**src/rtl/node_skid_rx.sv**
```systemverilog
// Credit-reserved skid buffer on the receive side of a registered-ready link; optional bypass via NODE_SKID_RX_BYPASS_EN.
// Latency: 1 cycle from upstream accept to valid_down_out (0 cycles on bypass). Backpressure: ready_up_out drops once buffered plus in-flight beats fill DEPTH.
module node_skid_rx #(
    parameter int WIDTH     = 32,
    parameter int DEPTH     = 4,
    parameter int READY_LAT = 1
) (
    input  logic             clk,
    input  logic             rst,
    input  logic [WIDTH-1:0] data_in,
    input  logic             valid_up_in,
    output logic             ready_up_out,
    output logic [WIDTH-1:0] data_out,
    output logic             valid_down_out,
    input  logic             ready_down_in
);

    localparam int PW = (DEPTH > 1) ? $clog2(DEPTH) : 1;
    localparam int CW = $clog2(DEPTH + 1);
    localparam int SW = $clog2(DEPTH + READY_LAT + 1);

    logic [WIDTH-1:0]     mem [DEPTH];
    logic [PW-1:0]        wr_ptr;
    logic [PW-1:0]        rd_ptr;
    logic [CW-1:0]        count;
    logic [CW-1:0]        count_next;
    logic [READY_LAT-1:0] hist;
    logic [READY_LAT-1:0] hist_next;
    logic [SW-1:0]        reserved_next;
    logic                 ready_next;
    logic                 up_fire;
    logic                 down_fire;
    logic                 bypass;
    logic                 push;
    logic                 pop;

    // hist[READY_LAT-1] is the ready value the upstream is acting on this cycle
    generate
        if (READY_LAT == 1) begin : g_hist1
            assign hist_next = ready_up_out;
        end else begin : g_histn
            assign hist_next = {hist[READY_LAT-2:0], ready_up_out};
        end
    endgenerate

    assign up_fire = valid_up_in & hist[READY_LAT-1];

`ifdef NODE_SKID_RX_BYPASS_EN
    assign bypass         = (count == '0) & up_fire & ready_down_in;
    assign valid_down_out = (count != '0) | bypass;
    assign data_out       = bypass ? data_in : mem[rd_ptr];
`else
    assign bypass         = 1'b0;
    assign valid_down_out = (count != '0);
    assign data_out       = mem[rd_ptr];
`endif

    assign down_fire = valid_down_out & ready_down_in;
    assign push      = up_fire & ~bypass;
    assign pop       = down_fire & ~bypass;

    always_comb begin
        count_next = count;
        case ({push, pop})
            2'b10:   count_next = count + 1'b1;
            2'b01:   count_next = count - 1'b1;
            default: count_next = count;
        endcase
    end

    // Every issued ready still travelling towards the upstream holds a slot, used or not
    always_comb begin
        reserved_next = '0;
        for (int i = 0; i < READY_LAT; i++) begin
            reserved_next = reserved_next + SW'(hist_next[i]);
        end
        ready_next = (SW'(count_next) + reserved_next) < SW'(DEPTH);
    end

    always_ff @(posedge clk or posedge rst) begin
        if (rst) begin
            ready_up_out <= 1'b0;
            hist         <= '0;
            count        <= '0;
            wr_ptr       <= '0;
            rd_ptr       <= '0;
            for (int i = 0; i < DEPTH; i++) begin
                mem[i] <= '0;
            end
        end else begin
            ready_up_out <= ready_next;
            hist         <= hist_next;
            count        <= count_next;
            if (push) begin
                mem[wr_ptr] <= data_in;
                wr_ptr      <= wr_ptr + 1'b1;
            end
            if (pop) begin
                rd_ptr <= rd_ptr + 1'b1;
            end
        end
    end

endmodule

```
**config.mk**
```make
export PLATFORM = sky130hd
export DESIGN_NAME = node_skid_rx
export DESIGN_NICKNAME = d
export VERILOG_FILES = /design/src/rtl/node_skid_rx.sv
export SDC_FILE = /design/constraint.sdc
export NUM_CORES = 1
export LEC_CHECK = 0
export CAP_MARGIN = 20
export CORE_ASPECT_RATIO = 0.9
export CORE_MARGIN = 2
export CORE_UTILIZATION = 50
export DETAILED_ROUTE_END_ITERATION = 7
export PLACE_DENSITY = 0.71
export RECOVER_POWER = 50
export SLEW_MARGIN = 20
export SYNTH_ARGS = -nofsm -noshare
export SYNTH_HDL_FRONTEND = slang
export SYNTH_SLANG_ARGS = --single-unit
```
**constraint.sdc**
```tcl
create_clock -name clk -period 6.1 [get_ports clk]
set_clock_uncertainty 0.1 [all_clocks]
set_input_delay 1.83 -clock clk [delete_from_list [all_inputs] [get_ports clk]]
set_output_delay 1.83 -clock clk [all_outputs]
set_load 0.005 [all_outputs]
```
Yosys cells after proc, flatten, opt, wreduce, memory -nomap -nowiden --
Index checks and enable logic that the tools add are counted.
Word-level totals: register bits after elaboration 137, output and inout port bits 34, word-level logic and storage cells 33
Operators by class: $add $sub $neg 5, $lt $le $gt $ge 4, eq/ne operators 2, mux-type cells 7, bitwise operators 4, reductions and logical operators 2
Operators with widths (number):
- $bwmux W128 | 1
- $mux W32 | 3
- $bmux W32 S2 | 1
- $demux W32 S2 | 1
- $ge A3 B3 Y1 const B | 2
- $not A2 Y3 | 2
- $pmux W3 S2 | 1
- $add A2 B1 Y2 const B | 2
- $add A3 B1 Y3 | 1
- $add A3 B1 Y3 const B | 1
- $lt A3 B1 Y1 const B | 1
- $lt A3 B3 Y1 const B | 1
- $reduce_bool A3 Y1 | 1
- $sub A3 B1 Y3 const B | 1
- $and A1 B1 Y1 | 2
- $eq A2 B1 Y1 const B | 1
- $eq A2 B2 Y1 const B | 1
- $logic_and A1 B1 Y1 | 1

Logic depth before layout (Yosys ltp) --
Gate-level depths: netlist (run 1).
depth in word-level cells 6, gate-level depth with buffers 9, gate-level depth less buffers 9

Worst setup path after synthesis (run 1) --
No wires, ideal clock.
path type input-to-reg, from input ready_down_in, to register ready_up_out, setup time 0.079 ns, arrival 3.167 ns, required time 5.921 ns, setup slack 2.754 ns, stages 8, buffers on the path 0, path through and2_1 -> ha_1 -> inv_1 -> fa_1 -> xor2_1 -> nor2_1 -> xor2_1 -> xor2_1
Between the ends: longest elaborated chain between the ends 5, elaborated cells between the ends (all ways) 6, those cells by class add/sub (1); order compare (1); eq/ne (2); mux (1); bitwise (1)
Ends and longest elaborated chain:
- start: declaration | RTL line 15 | input logic ready_down_in
- $and A1 B1 Y1 (*) | RTL line 58 | assign down_fire = valid_down_out & ready_down_in;
- $eq A2 B1 Y1 or $eq A2 B2 Y1 (tied branches) | RTL line 64 | case ({push, pop})
- $pmux W3 S2 (*) | RTL line 64
- via count_next[2] | RTL line 26 | logic [CW-1:0] count_next;
- $add A3 B1 Y3 (*) | RTL line 77 | ready_next = (SW'(count_next) + reserved_next) < SW'(DEPTH);
- $lt A3 B3 Y1 (*) | RTL line 77
- via ready_next | RTL line 30 | logic ready_next;
- end signal: assignment | RTL line 91 | ready_up_out <= ready_next;
- end: declaration | RTL line 12 | output logic ready_up_out,
The timed path passes the listed nets; every way through them passes the cells marked *. A chain may end at the register's enable or synchronous reset.

==> results of run 1 <==
==> power breakdown <==
part,internal [W],total [W],leakage (nW),switching [W]
logic,0.00116,0.00168,1.20,0.000522
registers,0.00138,0.00167,1.64,0.000296
clock network,0.000564,0.000909,0.262,0.000345
total,0.00310,0.00426,3.10,0.00116
==> state kept, by name, summed over array words and instances, names as in the netlist <==
register	cells
mem	128
count	3
rd_ptr	2
wr_ptr	2
hist	1
ready_up_out	1
==> placed cells by master (no fill, tap or decap), drive strengths merged <==
cell type / instances
ha: 5
mux2: 129
dfrtp: 137
fa: 1
inv: 6
clkinv: 3
nand3: 5
mux2i: 1
dlygate4sd3: 2
or3: 1
mux4: 32
clkdlybuf4s50: 67
xnor2: 3
nor2: 1
and2: 1
clkbuf: 27
xor2: 4
nand2: 2
buf: 5
==> how the worst max path moves through the flow <==
stage | startpoint | to
global placement | rd_ptr[0] | data_out[25]
CTS | rd_ptr[0] | data_out[29]
floorplan | rst | count[0]
global route | rst | mem[66]
detailed placement | rd_ptr[0] | data_out[29]
finish | rst | mem[34]
==> kinds of logic (layout without fill, tap and decap cells) <==
kind of cell               count (synthesis)  count (layout)  synth area share [%]
DFF                                      137             137                  57.7
xor gates and xnor gates                   7               7                  1.03
buffers and inverters                     26             110                  2.36
muxes                                    162             162                  36.7
adders and majority gates                  6               6                  1.39
and+or+nand+nor                           10              10                 0.821
==> per-layer routing <==
layer,part of all wire (%),global-route usage [%],vias to the layer above
met5,0,0,-
met4,1.6,7.40,0
met3,4.2,5.77,16
met2,51,32.4,68
met1,43,25.0,1703
li1,-,-,1439
==> stage by stage <==
stage | cells | hold WS (ns) | util (%) | total power, W
4_1_cts | 587 | 0.352 | 63.3 | 0.00432
3_5_place_dp | 558 | 0.335 | 58.8 | 0.00340
3_3_place_gp | 558 | 0.341 | 58.8 | 0.00333
5_1_grt | 588 | 0.371 | 63.3 | 0.00452
2_1_floorplan | 348 | 0.295 | - | 0.00268
6_report | 588 | 0.346 | 63.3 | 0.00426
==> cell type report <==
type | count | share of cell area, %
tap | 156 | 2.68
multi-input combinational | 185 | 32.8
inverter | 6 | 0.309
clock inverter | 3 | 0.206
sequential | 137 | 47.0
timing repair buffer | 75 | 10.0
clock buffer | 26 | 6.98
==> results.md, run 1 <==
- Run status: finished with violations
- Violations in the final reports: capacitance limit, slew limit
- Worst path required time: 5.82 ns
- Dpl cell area: 6770 sq um
- Hold wc startpoint: ready_up_out
- Top-level port count: 70
- Length of the first detailed-routing pass in iterations: 4
- Slowest cell on the critical path: sky130_fd_sc_hd__inv_1
- Cell at the root of the clock tree: sky130_fd_sc_hd__clkbuf_16
- Cell depth of the worst flop-to-flop path: 5
- Cell type with the highest aggregate area in the netlist: sky130_fd_sc_hd__dfrtp_1
- Total count of max-transition violations in the final report: 87
- Stage delay of the slowest cell on the critical path: 2.18 ns
- Actual transition at the worst max-transition pin: 3.12 ns
- Pwr per Cell Area: 584 nW/um^2
- Pin count of the biggest net entering global routing: 87
- Vias in the first global route: 3,525
- Number of buffers between clock root and the deepest sink: 2
- Shortest clock period the worst path allows after layout: 4.74 ns
- Ys flop type: sky130_fd_sc_hd__dfrtp_1
- Overall die area: 12,800 sq um
- Cts hold-fix bufs: 0
- Cell count after synthesis: 348
- Fraction of layout instances using a drive strength above 1: 45.1%
- Number of levels the H-tree was split into: 4
- IR Drop Worst-Case VDD: 0.329 mV
- First-pass GRT wire length: 18.8 mm
- CP Launch Type: input port
- Worst Hold End: hist
- Worst reg2reg endpoint: mem[103]
- Vias per std cell: 5.49
- Fraction of registers with async set/reset: 100%
- Synth warnings: 0
- Via Count: 3,226
- Total number of cells along the worst setup path: 2
- Chain of cells forming the critical path: clkdlybuf4s50_1 > inv_1
- Initial antenna violation count: 0
- Number of fill cells in the layout: 839
- Setup repair bufs after CTS: 0
- Clock tree from TritonCTS: yes
- Biggest fanout along the worst timing path: 86
- Nets in the synthesized netlist: 390
- Port Buffers: 69
- Antenna-violating nets left: 0
- Cts bufs inserted: 17
- Relative area change from synthesis to final layout: 22.7%
- Kind of end point of the critical path: asynchronous set/reset pin
- CORE AREA: 11,500 sq um
- Worst-skew pair later-pin latency: 0.41 ns
- Number of synthesized flops with an enable pin: 0
- Final setup violation count: 0
- Netlist Area Pre-Place: 5940 sq um
- Count of nets after finishing: 464
- Post-cts resize count: 0
- RR Startpoint: wr_ptr[0]
- Max_cap viols: 1
- Normalized max-slew margin: -108%
- Final Worst Setup Slack: 1.36 ns
- Violation count after the first detailed-route iteration: 151
- Sum of net half-perimeters after detailed placement: 7.05 mm
- Crit Path Class: in2async
- Unrepaired setup endpoints after global routing: no
- Starting utilization of the core area: 51.6%
- Top delay family on crit path: buffers and inverters
- Worst min path class: reg2reg
- Count of standard-cell rows: 37
- Die H: 107 um
- FF-to-FF setup slack: 3.16 ns
- Final number of hold-violating endpoints: 0
- Total negative slack: 0 ns
- Most instantiated library cell after synthesis: sky130_fd_sc_hd__dfrtp_1
- Flops & latches, synth: 137
- Routability congestion estimate: 0.716
- Antenna diode instance count: 0
- Leak Pwr: 3.10 nW
- Leading cell types by total area after synthesis: sky130_fd_sc_hd__dfrtp_1 (58%), sky130_fd_sc_hd__mux2_2 (24%), sky130_fd_sc_hd__mux4_2 (12%), sky130_fd_sc_hd__buf_2 (1.3%), sky130_fd_sc_hd__ha_1 (1.1%)
- Clock edge transition at the registers on the reported setup and hold paths: 0.05 ns
- Final global-route overflow total: 0
- Number of cells on the worst hold path: 0
- Share of the cycle needed by the critical path after routing: 77.7%
- Maximum operating frequency: 0.211 GHz
- Area of the multi-input gates: 2390 sq um
- Number of buffer and inverter stages on the critical path: 2
- Final wirelength: 11.3 mm
- Storage cell area: 3430 sq um
- Leading post-synthesis cells by instance count: sky130_fd_sc_hd__dfrtp_1 (137), sky130_fd_sc_hd__mux2_2 (129), sky130_fd_sc_hd__mux4_2 (32), sky130_fd_sc_hd__buf_2 (16), sky130_fd_sc_hd__inv_1 (6)
- Sequential share of the synthesized area: 57.7%
- Number of distinct library cell variants in the gate-level netlist after synthesis: 17
- WP data arrival: 4.46 ns
- Die Span X: 119 um
- Clk sinks: 137
- Total routing resource utilization after global routing: 19.7%
- Pre-CTS setup slack: 1.83 ns
- Top cell type's share of synthesized area: 57.7%
- Average footprint of a synthesized cell: 17.1 sq um
- Layout Cell Area excl Fill: 7290 sq um
- DRC viols: 0
- Per-cell routed wire length: 19.3 um
(Power assumes the default switching activity.)
==> inputs of run 2 (changes only) <==
- PLACE_DENSITY: 0.71 -> 0.73
- clock period: 6.1 -> 4.25 ns (I/O delays scaled with it)
==> results.md, run 2 (synthesis gave the netlist of run 1 again) <==
- Leak Pwr: 3.14 nW (+1.3%)
- Largest registers: mem: 128 flops, count: 3 flops
- Total routing resource utilization after global routing: 20.4% (+0.73 points)
- Total negative slack: 0 ns (unchanged)
- CP Launch Type: register
- Final number of hold-violating endpoints: 0 (unchanged)
- RR Startpoint: count[1]
- Post-cts resize count: 0 (unchanged)
- IR Drop Worst-Case VDD: 0.378 mV (+15%)
- Pwr per Cell Area: 849 nW/um^2 (+45%)
- Pre-CTS setup slack: 0.677 ns (-1.15 ns)
- Cts bufs inserted: 17 (unchanged)
- Worst min path class: reg2reg
- Dpl cell area: 6870 sq um (+1.4%)
- Cell at the root of the clock tree: sky130_fd_sc_hd__clkbuf_16
- Overall die area: 12,800 sq um (unchanged)
- Count of nets after finishing: 472 (+1.7%)
- Pin count of the biggest net entering global routing: 42 (-52%)
- Initial antenna violation count: 0 (unchanged)
- Routability congestion estimate: 0.720 (+0.60%)
- Number of fill cells in the layout: 841 (+0.24%)
- Violation count after the first detailed-route iteration: 192 (+27%)
- Relative area change from synthesis to final layout: 24.4%
- Crit Path Class: reg2out
- Actual transition at the worst max-transition pin: 1.73 ns (-1.39 ns)
- Via Count: 3,265 (+1.2%)
- Per-cell routed wire length: 19.4 um (+0.69%)
- Clock edge transition at the registers on the reported setup and hold paths: 0.05 ns (about the same)
- Worst setup startpoint: rd_ptr[0]
- Biggest fanout along the worst timing path: 25 (-71%)
- Total count of max-transition violations in the final report: 42 (-52%)
- Unrepaired setup endpoints after global routing: no
- Final core utilization: 64.2% (+0.89 points)
- CORE AREA: 11,500 sq um (unchanged)
- Die Span X: 119 um (unchanged)
- Hold wc startpoint: ready_up_out
- Register with the highest flop count: mem
- Antenna-violating nets left: 0 (unchanged)
- Worst reg2reg endpoint: ready_up_out
- WP data arrival: 2.34 ns (-2.12 ns)
- Final setup violation count: 0 (unchanged)
- Commonest non-fill, non-tap cell in the layout: sky130_fd_sc_hd__dfrtp_1
- GR Layer Usage met1: 27.1% (+2.1 points)
- Number of standard cells in the final layout excluding fillers: 597 (+1.5%)
- Cts hold-fix bufs: 0 (unchanged)
- Final wirelength: 11.6 mm (+2.2%)
- Post-placement cell count: 567 (+1.6%)
- Die H: 107 um (unchanged)
- Capture point of the critical path: data_out[29]
- Top library cells by usage in the layout, fill and taps aside: sky130_fd_sc_hd__dfrtp_1 (136), sky130_fd_sc_hd__mux2_2 (129), sky130_fd_sc_hd__clkdlybuf4s50_1 (66)
- Starting utilization of the core area: 51.6% (unchanged)
- Max_cap viols: 1 (unchanged)
- Clock tree from TritonCTS: yes
- Run status: finished with violations
- Normalized max-slew margin: -16.1% (+92 points)
- Cell depth of the worst flop-to-flop path: 8 (+3)
- Worst path required time: 2.87 ns (-2.95 ns)
- Length of the first detailed-routing pass in iterations: 6 (+2)
- Top-level port count: 70 (unchanged)
- Met2 layer usage reported by global route: 32.5% (+0.12 points)
- Port Buffers: 69 (unchanged)
- FF-to-FF setup slack: 1.78 ns (-1.38 ns)
- Most used routing layer: met2
- DRC viols: 0 (unchanged)
- Kind of end point of the critical path: output pin
- Number of buffers between clock root and the deepest sink: 2 (unchanged)
- Final global-route overflow total: 0 (unchanged)
- Met3 track utilization from global routing: 5.46% (-0.32 points)
- Vias in the first global route: 3,670 (+4.1%)
- Layout Cell Area excl Fill: 7400 sq um (+1.4%)
- Final Worst Setup Slack: 0.534 ns (-0.824 ns)
- Number of levels the H-tree was split into: 4 (unchanged)
- Vias per std cell: 5.47 (-0.32%)
- Setup repair bufs after CTS: 0 (unchanged)
- Maximum operating frequency: 0.269 GHz
- Count of standard-cell rows: 37 (unchanged)
- Clk sinks: 137 (unchanged)
- Worst-skew pair later-pin latency: 0.41 ns (about the same)
- Shortest clock period the worst path allows after layout: 3.72 ns
- Sum of net half-perimeters after detailed placement: 7.53 mm (+6.8%)
- Share of the cycle needed by the critical path after routing: 87.4%
- Largest register FFs: 128 (unchanged)
- First-pass GRT wire length: 19.4 mm (+3.5%)
- Fraction of layout instances using a drive strength above 1: 45.4% (+0.21 points)
- Violations in the final reports: capacitance limit, slew limit
- Antenna diode instance count: 0 (unchanged)
==> run 2: cell count changes in the layout (fill, tap and decap cells not counted), moves of 2 or more <==
cell,previous run,this run
sky130_fd_sc_hd__clkbuf_1,5,9
sky130_fd_sc_hd__bufinv_16,0,2
sky130_fd_sc_hd__clkinv_2,3,0
sky130_fd_sc_hd__buf_4,5,9
sky130_fd_sc_hd__clkbuf_2,0,2
==> run 2: worst max-delay path, stage by stage (launching register included) <==
cell and delay, ns:
sky130_fd_sc_hd__dfrtp_2 0.59, sky130_fd_sc_hd__buf_12 0.30, sky130_fd_sc_hd__mux4_2 0.56, sky130_fd_sc_hd__clkdlybuf4s50_1 0.47
==> run 2: worst min path at each step <==
| stage | end | slack (ns) | cells past startpoint |
|---|---|---|---|
| final | hist | 0.35 | 0 |
| after global placement | hist | 0.32 | 0 |
| after CTS | hist | 0.34 | 0 |
| after global routing | hist | 0.35 | 0 |
| after detailed placement | hist | 0.32 | 0 |
| after floorplan | hist | 0.30 | 0 |
==> run 2: power by group <==
group	internal, W	switching, W	total, W
sequential	0.00198	0.000358	0.00234
combinational	0.00168	0.000839	0.00252
clock	0.000920	0.000498	0.00142
==> run 2: metrics by stage <==
| stage | hold slack [ns] | total power (W) |
|---|---|---|
| 2_1_floorplan | 0.295 | 0.00385 |
| 3_3_place_gp | 0.317 | 0.00479 |
| 3_5_place_dp | 0.324 | 0.00491 |
| 4_1_cts | 0.337 | 0.00637 |
| 5_1_grt | 0.349 | 0.00666 |
| 6_report | 0.354 | 0.00628 |
==> run 2: area by class of cell <==
type / count / area (sq um) / area share (%)
inverter: 6 / 23.8 / 0.321
clock inverter: 2 / 60.1 / 0.812
multi-input combinational: 185 / 2390 / 32.3
tap: 156 / 195 / 2.64
timing repair buffer: 83 / 796 / 10.8
sequential: 137 / 3430 / 46.4
clock buffer: 28 / 507 / 6.85
==> run 2: metal layers <==
layer	share of wire [%]	vias up
met5	0	-
li1	-	1447
met2	50	57
met4	1.3	0
met1	46	1749
met3	3.2	12
